--- src/rtl/iomem_wb_bridge_if.sv ---
// Signal bundle between the PicoSoC iomem port, the bridge and the attached
// Wishbone slaves. The slave modport is the bridge's view; master is the
// view of the surrounding system (CPU request side plus the slaves' returns).
interface iomem_wb_bridge_if #(
    parameter int unsigned NUM_SLAVES = 4
);
    // iomem request/response
    logic                       iomem_valid;
    logic                       iomem_ready;
    logic [3:0]                 iomem_wstrb;
    logic [31:0]                iomem_addr;
    logic [31:0]                iomem_wdata;
    logic [31:0]                iomem_rdata;

    // shared Wishbone master signals
    logic [31:0]                wbm_adr_o;
    logic [31:0]                wbm_dat_o;
    logic                       wbm_we_o;
    logic [3:0]                 wbm_sel_o;

    // per-slave Wishbone signals
    logic [NUM_SLAVES-1:0]      wbs_cyc_o;
    logic [NUM_SLAVES-1:0]      wbs_stb_o;
    logic [NUM_SLAVES-1:0]      wbs_ack_i;
    logic [32*NUM_SLAVES-1:0]   wbs_dat_i;

    // status
    logic                       timeout_o;
    logic [7:0]                 err_count_o;

    modport slave (
        input  iomem_valid, iomem_wstrb, iomem_addr, iomem_wdata,
        input  wbs_ack_i, wbs_dat_i,
        output iomem_ready, iomem_rdata,
        output wbm_adr_o, wbm_dat_o, wbm_we_o, wbm_sel_o,
        output wbs_cyc_o, wbs_stb_o,
        output timeout_o, err_count_o
    );

    modport master (
        output iomem_valid, iomem_wstrb, iomem_addr, iomem_wdata,
        output wbs_ack_i, wbs_dat_i,
        input  iomem_ready, iomem_rdata,
        input  wbm_adr_o, wbm_dat_o, wbm_we_o, wbm_sel_o,
        input  wbs_cyc_o, wbs_stb_o,
        input  timeout_o, err_count_o
    );
endinterface

--- src/rtl/iomem_wb_bridge.sv ---
// PicoSoC iomem to classic Wishbone bridge with multi-slave decode.
// Requests inside the configured region are routed to one of NUM_SLAVES
// targets selected by an address field; unmapped slots and slaves that never
// ack get an error response (ERR_DATA) and bump a saturating error counter.
// All outputs are registered; only one transaction is ever outstanding.
module iomem_wb_bridge #(
    parameter int unsigned NUM_SLAVES     = 4,
    parameter logic [31:0] BASE_ADDR      = 32'h0300_0000,
    parameter logic [31:0] REGION_MASK    = 32'hFF00_0000,
    parameter int unsigned SEL_LSB        = 20,
    parameter int unsigned SLAVE_BITS     = 4,
    parameter int unsigned TIMEOUT_CYCLES = 255,
    parameter logic [31:0] ERR_DATA       = 32'hDEAD_BEEF
) (
    input  logic             clk,
    input  logic             reset,
    iomem_wb_bridge_if.slave bus
);

    localparam int unsigned TMR_W = (TIMEOUT_CYCLES == 0) ? 1 : $clog2(TIMEOUT_CYCLES + 1);
    localparam logic [TMR_W-1:0] TMR_LIMIT = TMR_W'(TIMEOUT_CYCLES);

    typedef enum logic [1:0] {
        IDLE,
        BUS,
        RESP
    } state_t;

    // registered state and outputs
    state_t                  state_q,   state_d;
    logic [31:0]             adr_q,     adr_d;
    logic [31:0]             dat_q,     dat_d;
    logic                    we_q,      we_d;
    logic [3:0]              sel_q,     sel_d;
    logic [NUM_SLAVES-1:0]   slv_q,     slv_d;
    logic                    ready_q,   ready_d;
    logic [31:0]             rdata_q,   rdata_d;
    logic                    timeout_q, timeout_d;
    logic [7:0]              err_q,     err_d;
    logic [TMR_W-1:0]        timer_q,   timer_d;

    // request decode and response mux
    logic                    region_hit;
    logic [SLAVE_BITS-1:0]   req_idx;
    logic                    idx_mapped;
    logic [NUM_SLAVES-1:0]   req_onehot;
    logic                    ack_hit;
    logic [31:0]             ack_data;
    logic [7:0]              err_inc;

    // Decode the incoming request and select the active slave's ack/data.
    // The active slave is held as a one-hot mask so non-selected acks are
    // masked out without needing an index wider than the slave count.
    always_comb begin
        region_hit = (bus.iomem_addr & REGION_MASK) == BASE_ADDR;
        req_idx    = bus.iomem_addr[SEL_LSB +: SLAVE_BITS];
        idx_mapped = {1'b0, req_idx} < (SLAVE_BITS + 1)'(NUM_SLAVES);
        req_onehot = '0;
        for (int unsigned k = 0; k < NUM_SLAVES; k++) begin
            req_onehot[k] = (req_idx == SLAVE_BITS'(k));
        end
        ack_hit  = |(bus.wbs_ack_i & slv_q);
        ack_data = '0;
        for (int unsigned k = 0; k < NUM_SLAVES; k++) begin
            if (slv_q[k]) begin
                ack_data = ack_data | bus.wbs_dat_i[32*k +: 32];
            end
        end
        err_inc = (err_q == 8'hFF) ? err_q : err_q + 8'd1;
    end

    // Next-state and next-output computation for the IDLE/BUS/RESP machine.
    always_comb begin
        state_d   = state_q;
        adr_d     = adr_q;
        dat_d     = dat_q;
        we_d      = we_q;
        sel_d     = sel_q;
        slv_d     = slv_q;
        ready_d   = 1'b0;
        rdata_d   = rdata_q;
        timeout_d = 1'b0;
        err_d     = err_q;
        timer_d   = timer_q;

        case (state_q)
            IDLE: begin
                if (bus.iomem_valid && region_hit) begin
                    if (idx_mapped) begin
                        adr_d   = bus.iomem_addr;
                        dat_d   = bus.iomem_wdata;
                        we_d    = |bus.iomem_wstrb;
                        sel_d   = (|bus.iomem_wstrb) ? bus.iomem_wstrb : 4'hF;
                        slv_d   = req_onehot;
                        timer_d = TMR_W'(1);
                        state_d = BUS;
                    end else begin
                        ready_d = 1'b1;
                        rdata_d = ERR_DATA;
                        err_d   = err_inc;
                        state_d = RESP;
                    end
                end
            end

            BUS: begin
                // ack is tested first so an ack in the final timer cycle wins
                if (ack_hit) begin
                    slv_d   = '0;
                    we_d    = 1'b0;
                    rdata_d = ack_data;
                    ready_d = 1'b1;
                    state_d = RESP;
                end else if ((TIMEOUT_CYCLES != 0) && (timer_q == TMR_LIMIT)) begin
                    slv_d     = '0;
                    we_d      = 1'b0;
                    rdata_d   = ERR_DATA;
                    ready_d   = 1'b1;
                    timeout_d = 1'b1;
                    err_d     = err_inc;
                    state_d   = RESP;
                end else begin
                    timer_d = timer_q + 1'b1;
                end
            end

            RESP: begin
                // valid is deliberately not looked at here
                state_d = IDLE;
            end

            default: begin
                state_d = IDLE;
            end
        endcase
    end

    // State and output registers with synchronous reset.
    always_ff @(posedge clk) begin
        if (reset) begin
            state_q   <= IDLE;
            adr_q     <= '0;
            dat_q     <= '0;
            we_q      <= 1'b0;
            sel_q     <= '0;
            slv_q     <= '0;
            ready_q   <= 1'b0;
            rdata_q   <= '0;
            timeout_q <= 1'b0;
            err_q     <= '0;
            timer_q   <= '0;
        end else begin
            state_q   <= state_d;
            adr_q     <= adr_d;
            dat_q     <= dat_d;
            we_q      <= we_d;
            sel_q     <= sel_d;
            slv_q     <= slv_d;
            ready_q   <= ready_d;
            rdata_q   <= rdata_d;
            timeout_q <= timeout_d;
            err_q     <= err_d;
            timer_q   <= timer_d;
        end
    end

    assign bus.iomem_ready = ready_q;
    assign bus.iomem_rdata = rdata_q;
    assign bus.wbm_adr_o   = adr_q;
    assign bus.wbm_dat_o   = dat_q;
    assign bus.wbm_we_o    = we_q;
    assign bus.wbm_sel_o   = sel_q;
    assign bus.wbs_cyc_o   = slv_q;
    assign bus.wbs_stb_o   = slv_q;
    assign bus.timeout_o   = timeout_q;
    assign bus.err_count_o = err_q;

endmodule
--- src/flat_wrapper.sv ---
// flat-port wrapper written by rule: the top's interface ports become plain ports
module iomem_wb_bridge_flat 
#(
    parameter int unsigned NUM_SLAVES     = 4,
    parameter logic [31:0] BASE_ADDR      = 32'h0300_0000,
    parameter logic [31:0] REGION_MASK    = 32'hFF00_0000,
    parameter int unsigned SEL_LSB        = 20,
    parameter int unsigned SLAVE_BITS     = 4,
    parameter int unsigned TIMEOUT_CYCLES = 255,
    parameter logic [31:0] ERR_DATA       = 32'hDEAD_BEEF
)
  (clk, reset, bus_iomem_valid, bus_iomem_wstrb, bus_iomem_addr, bus_iomem_wdata, bus_wbs_ack_i, bus_wbs_dat_i, bus_iomem_ready, bus_iomem_rdata, bus_wbm_adr_o, bus_wbm_dat_o, bus_wbm_we_o, bus_wbm_sel_o, bus_wbs_cyc_o, bus_wbs_stb_o, bus_timeout_o, bus_err_count_o);
  iomem_wb_bridge_if #(.NUM_SLAVES(NUM_SLAVES)) bus_i ();
  input  logic clk;
  input  logic reset;
  input wire logic [$bits(bus_i.iomem_valid)-1:0] bus_iomem_valid;
  input wire logic [$bits(bus_i.iomem_wstrb)-1:0] bus_iomem_wstrb;
  input wire logic [$bits(bus_i.iomem_addr)-1:0] bus_iomem_addr;
  input wire logic [$bits(bus_i.iomem_wdata)-1:0] bus_iomem_wdata;
  input wire logic [$bits(bus_i.wbs_ack_i)-1:0] bus_wbs_ack_i;
  input wire logic [$bits(bus_i.wbs_dat_i)-1:0] bus_wbs_dat_i;
  output wire logic [$bits(bus_i.iomem_ready)-1:0] bus_iomem_ready;
  output wire logic [$bits(bus_i.iomem_rdata)-1:0] bus_iomem_rdata;
  output wire logic [$bits(bus_i.wbm_adr_o)-1:0] bus_wbm_adr_o;
  output wire logic [$bits(bus_i.wbm_dat_o)-1:0] bus_wbm_dat_o;
  output wire logic [$bits(bus_i.wbm_we_o)-1:0] bus_wbm_we_o;
  output wire logic [$bits(bus_i.wbm_sel_o)-1:0] bus_wbm_sel_o;
  output wire logic [$bits(bus_i.wbs_cyc_o)-1:0] bus_wbs_cyc_o;
  output wire logic [$bits(bus_i.wbs_stb_o)-1:0] bus_wbs_stb_o;
  output wire logic [$bits(bus_i.timeout_o)-1:0] bus_timeout_o;
  output wire logic [$bits(bus_i.err_count_o)-1:0] bus_err_count_o;
  assign bus_i.iomem_valid = bus_iomem_valid;
  assign bus_i.iomem_wstrb = bus_iomem_wstrb;
  assign bus_i.iomem_addr = bus_iomem_addr;
  assign bus_i.iomem_wdata = bus_iomem_wdata;
  assign bus_i.wbs_ack_i = bus_wbs_ack_i;
  assign bus_i.wbs_dat_i = bus_wbs_dat_i;
  assign bus_iomem_ready = bus_i.iomem_ready;
  assign bus_iomem_rdata = bus_i.iomem_rdata;
  assign bus_wbm_adr_o = bus_i.wbm_adr_o;
  assign bus_wbm_dat_o = bus_i.wbm_dat_o;
  assign bus_wbm_we_o = bus_i.wbm_we_o;
  assign bus_wbm_sel_o = bus_i.wbm_sel_o;
  assign bus_wbs_cyc_o = bus_i.wbs_cyc_o;
  assign bus_wbs_stb_o = bus_i.wbs_stb_o;
  assign bus_timeout_o = bus_i.timeout_o;
  assign bus_err_count_o = bus_i.err_count_o;
  iomem_wb_bridge #(.NUM_SLAVES(NUM_SLAVES), .BASE_ADDR(BASE_ADDR), .REGION_MASK(REGION_MASK), .SEL_LSB(SEL_LSB), .SLAVE_BITS(SLAVE_BITS), .TIMEOUT_CYCLES(TIMEOUT_CYCLES), .ERR_DATA(ERR_DATA)) u_core (.clk(clk), .reset(reset), .bus(bus_i));
endmodule
--- config.mk ---
export PLATFORM = sky130hd
export DESIGN_NAME = iomem_wb_bridge_flat
export DESIGN_NICKNAME = d
export VERILOG_FILES = /design/src/rtl/iomem_wb_bridge_if.sv /design/src/rtl/iomem_wb_bridge.sv /design/src/flat_wrapper.sv
export SDC_FILE = /design/constraint.sdc
export NUM_CORES = 1
export LEC_CHECK = 0
export ABC_AREA = 1
export ABC_CLOCK_PERIOD_IN_PS = 3500
export BUFFER_PORTS_ARGS = -buffer_cell sky130_fd_sc_hd__buf_4
export CAP_MARGIN = 0
export CORE_MARGIN = 2
export CORE_UTILIZATION = 30
export CTS_CLUSTER_DIAMETER = 60
export DETAILED_ROUTE_END_ITERATION = 8
export SKIP_LAST_GASP = 1
export SYNTH_ARGS = -nofsm -noshare
export SYNTH_HDL_FRONTEND = slang
export SYNTH_SLANG_ARGS = --single-unit
export TNS_END_PERCENT = 20
--- constraint.sdc ---
create_clock -name clk -period 3.5 [get_ports clk]
set_clock_uncertainty 0.1 [all_clocks]
set_input_delay 0.525 -clock clk [delete_from_list [all_inputs] [get_ports clk]]
set_output_delay 0.525 -clock clk [all_outputs]
set_load 0.005 [all_outputs]
Yosys cells after proc, flatten, opt, wreduce, memory -nomap -nowiden
Index checks and enable logic that the tools add are counted.

Flip-flop bits (word level): 125. Input bits: 203. Output and inout bits: 119. Word-level logic and storage cells: 87.

Add/sub/neg operators: 2. Order comparisons: 1. Equal/unequal tests: 14. Multiplexer cells: 41. Bitwise logic cells: 5. Reduce and logical (&&, ||, !) cells: 13.

Operators with widths (number): $mux 32 (8); $or 32x32->32 (3); $mux 8 (9); $pmux 32 s2 (1); $pmux 8 s2 (2); $mux 4 (5); $add 8x1->8 const B (2); $eq 8x8->1 const B (2); $reduce_and 5->1 (2); $eq 4x2->1 const B (2); $eq 8x2->1 const B (1); $mux 1 (8); $mux 2 (4); $pmux 4 s2 (1); $reduce_and 4->1 (2); $reduce_or 4->1 (2); $ne 2x1->1 const B (3); $ne 2x2->1 const B (3); $reduce_or 6->1 (1); $and 4x4->4 (1); $eq 4x1->1 const B (1); $logic_not 4->1 (1); $lt 4x3->1 const B (1); $pmux 1 s2 (2); 9 further kinds (9).

Logic depth before layout (Yosys ltp)
Depth in word-level cells: 9. Mapped depth: 12. Depth with buffers taken out: 11.

Least setup slack after synthesis
OpenSTA, ideal clock, no wires.

Path type: in2reg. From: in bus_iomem_addr[31]. To: reg u_core.rdata_q[14], in the netlist u_core.bus.iomem_rdata[14]. Library setup time: 116 ps. Arrival: 1479 ps. Path slack: 1805 ps. Cell stages on the path: 11. Cells stage by stage: inv_1 -> nand2_1 -> nor2_1 -> nand3_1 -> nand2_1 -> nand2_1 -> nor2_8 -> inv_6 -> buf_6 -> nor2_1 -> nor2_1.

Cells in the longest elaborated chain, start to end: 4.

Ends and longest elaborated chain: start, declared (line flat_wrapper.sv:18) `input wire logic [$bits(bus_i.iomem_addr)-1:0] bus_iomem_addr;`; $eq 8x2->1 (line iomem_wb_bridge.sv:55) `region_hit = (bus.iomem_addr & REGION_MASK) == BASE_ADDR;`; $logic_and 1x1->1 (line iomem_wb_bridge.sv:88) `if (bus.iomem_valid && region_hit) begin`; $ne 2x1->1 (no line); $reduce_and 4->1 (no line); end signal, assigned (line iomem_wb_bridge.sv:160) `rdata_q <= rdata_d;`; end, declared (line iomem_wb_bridge.sv:37) `logic [31:0] rdata_q, rdata_d;`.

Every way passes these cells. A chain may end at the register's enable or synchronous reset.

Worst setup path in the final report
From: reg u_core.slv_q[1], in the netlist u_core.bus.wbs_cyc_o[1]. To: out bus_wbs_cyc_o[1].

RTL lines: start, declared (line iomem_wb_bridge.sv:35) `logic [NUM_SLAVES-1:0] slv_q, slv_d;`; start signal, assigned (line iomem_wb_bridge.sv:158) `slv_q <= slv_d;`; end, declared (line flat_wrapper.sv:28) `output wire logic [$bits(bus_i.wbs_cyc_o)-1:0] bus_wbs_cyc_o;`.

No word-level cell between the ends.

==> metrics.md <==
| Metric | Value |
|---|---|
| Status | finished clean |
| RSZ-0062 raised after global routing | no |
| DR pass1 iterations | 4 |
| Die height | 147 µm |
| Postcts setup bufs | 0 |
| Fillers | 2086 |
| Final Net Count | 1400 |
| Worst reg-to-reg path cell count | 8 |
| MaxCap Viol Count | 0 |
| CTS HTree Levels | 4 |
| Worst r2r src | u_core.bus.wbs_cyc_o[1] |
| Synth Cell Area | 0.00610 mm² |
| GRT overflow | 0 |
| Clk root buf | clkbuf_16 |
| Vias/cell | 4.37 |
| Die Area | 0.0215 mm² |
| Clock Sinks | 125 |
| CP Max Fanout | 35 |
| XOR/XNOR share of the synthesized area | 0.0144 |
| Avg WL per Cell | 13.3 µm |
| Initial antenna violation count | 0 |
| Post_cts resized | 0 |
| Final Power | 3.41 mW |
| Worst Setup EP | bus_wbs_cyc_o[1] |
| FP Rows | 52 |
| Min Tclk post-route | 2040 ps |
| Dpl cells | 1446 |
| Routed WL | 19.6 mm |
| FF-to-FF End | u_core.bus.err_count_o[1] |
| Largest family of logic cells by synthesized area | simple AND/OR/NAND/NOR gates |
| Fin cells | 1477 |
| Pwr/cell area | 369 mW/mm² |
| Cells after Synth | 902 |
| Violation count after the first detailed-routing iteration | 251 |
| WHS | 283 ps |
| Crit path DAT | 1420 ps |
| Worst setup SP type | flip-flop |
| Post-synthesis compound-gate area fraction | 0.163 |
| Post-synth cell types | 30 |
| Vias | 6457 |
| Hold Vio Cnt, Final | 0 |
| Number of global-route vias before repair | 6095 |
| First-pass GRT wire length | 31.0 mm |
| GRT Total Usage | 0.178 |
| Setup TNS | 0 ps |
| Largest net degree at the start of global routing | 125 |
| CTS buffer count | 17 |
| Highest clock rate | 489 MHz |
| Req. time, crit path | 2870 ps |
| Synth warn | 0 |
| Crit Path Category | flip-flop to output pin |
| CTS tree | built |
| Diode count | 0 |
| PortBufs | 321 |
| Initial Util | 0.303 |
| P&R area growth vs syn | 51.3% |
| HP Class | input port to flip-flop |
| Avg Inst Size Synth | 6.76 µm² |
| Leak pwr | 4.68 nW |
| Post-synthesis mux area share | 0 |
| Slew Viols, Final | 0 |
| Layout cells sized above 1 | 0.320 |
| Most frequent cells in the layout | 326 x buf_4, 211 x nand2_1, 175 x inv_1, 125 x dfxtp_1, 76 x a21oi_1 |
| DIE WIDTH | 147 µm |
| Core ar. | 0.0201 mm² |
| Worst-Skew Late Latency | 410 ps |
| Seq/Total Area, Yosys | 0.410 |
| Syn nets | 1107 |
| Post-Synth Adder-Cell Area | 0.00410 |
| Simple-gate share of the synthesized area | 0.252 |
| Relative slew slack | 0.522 |
| Actual slew at the worst max-slew pin | 717 ps |
| Clock Path Buffers | 2 |
| Worst-path clk slew | 70 ps |
| Finished Core Util | 0.459 |
| DRC errors left | 0 |
| Commonest non-fill, non-tap cell in the layout | buf_4 |
| Peak supply drop | 0.304 mV |
| Final HPWL DP | 14.2 mm |
| DRT antenna net count | 0 |
| Synth Register Bits | 125 |
| Crit. End Element | output pin |
| # setup viols final | 0 |
| Final Wtd Congestion | 0.884 |
| # hold bufs at CTS | 0 |
| Critical Path Start | u_core.bus.wbs_cyc_o[1] |
| Final period utilization | 0.584 |
| IO Pins | 322 |
| FF-to-FF setup slack | 1560 ps |
==> per-stage QoR <==
step	instance area [µm²]	setup slack [ps]
final	9220	1460
after global placement	8650	1270
after global routing	9220	1340
after floorplan	6100	1810
after CTS	9220	1450
after detailed placement	8650	1240
==> synth_stat cells (all sizes together) <==
| master | instances | area share |
|---|---|---|
| nand4 | 8 | 0.0082 |
| nand2 | 226 | 0.15 |
| clkbuf | 31 | 0.019 |
| xnor2 | 2 | 0.0029 |
| buf | 23 | 0.025 |
| inv | 179 | 0.11 |
| xor2 | 8 | 0.011 |
| ha | 2 | 0.0041 |
| a221oi | 7 | 0.010 |
| nor3 | 1 | 0.00082 |
| nor2 | 75 | 0.056 |
| a22o | 24 | 0.034 |
| nor4 | 1 | 0.0010 |
| dfxtp | 125 | 0.41 |
| nand3 | 47 | 0.039 |
| a21oi | 76 | 0.062 |
| o21ai | 66 | 0.056 |
| clkinv | 1 | 0.00062 |
==> worst min-delay path by stage <==
stage	from	end	slack [ps]	cells past startpoint
finish	bus_iomem_wdata[26]	u_core.bus.wbm_dat_o[26]	280	3
global route	bus_iomem_wdata[11]	u_core.bus.wbm_dat_o[11]	280	3
floorplan	u_core.bus.wbm_adr_o[0]	u_core.bus.wbm_adr_o[0]	340	2
detailed placement	u_core.bus.wbm_dat_o[8]	u_core.bus.wbm_dat_o[8]	330	2
global placement	u_core.bus.wbm_adr_o[5]	u_core.bus.wbm_adr_o[5]	330	2
CTS	bus_iomem_wdata[26]	u_core.bus.wbm_dat_o[26]	270	3
==> worst max-delay path, stage by stage, from the launching register on <==
cell and delay [ps]:
dfxtp_1 400, buf_4 410, buf_4 190
==> cell type report <==
type / count / area [µm²] / area share
clock inverter: 12 / 139 / 0.0151
inverter: 180 / 681 / 0.0738
tap: 270 / 338 / 0.0366
clock buffer: 19 / 433 / 0.0469
multi-input combinational: 543 / 2640 / 0.287
timing repair buffer: 328 / 2490 / 0.270
sequential: 125 / 2500 / 0.271
==> layer usage <==
layer  vias up  routed length [µm]  global-route usage
met4         0                 272              0.0524
li1       3360                   -                   -
met2       231                8990               0.285
met5         -                   0                   0
met3        23                1880              0.0681
met1      2843                8430               0.224
==> power by group <==
group	internal, mW	total [mW]	leakage, nW	switching [mW]
Clock	1.05	1.73	0.266	0.682
Combinational	0.163	0.248	3.40	0.0850
Sequential	1.42	1.43	1.01	0.00121
Total	2.64	3.41	4.68	0.768
==> sequential cells by signal (all words and copies together), names as in the netlist <==
register	cells
u_core.bus.err_count_o	8
u_core.bus.iomem_rdata	32
u_core.bus.iomem_ready	1
u_core.bus.timeout_o	1
u_core.bus.wbm_adr_o	32
u_core.bus.wbm_dat_o	32
u_core.bus.wbm_sel_o	4
u_core.bus.wbm_we_o	1
u_core.bus.wbs_cyc_o	4
u_core.state_q	2
u_core.timer_q	8
==> logic make-up after synthesis <==
| group | count (synthesis) |
|---|---|
| adders and majority gates | 2 |
| AOI/OAI and AO/OA | 173 |
| buffers and inverters | 234 |
| xor gates and xnor gates | 10 |
| DFF | 125 |
| and+or+nand+nor | 358 |
No activity file was read; power rests on OpenSTA's default activity.
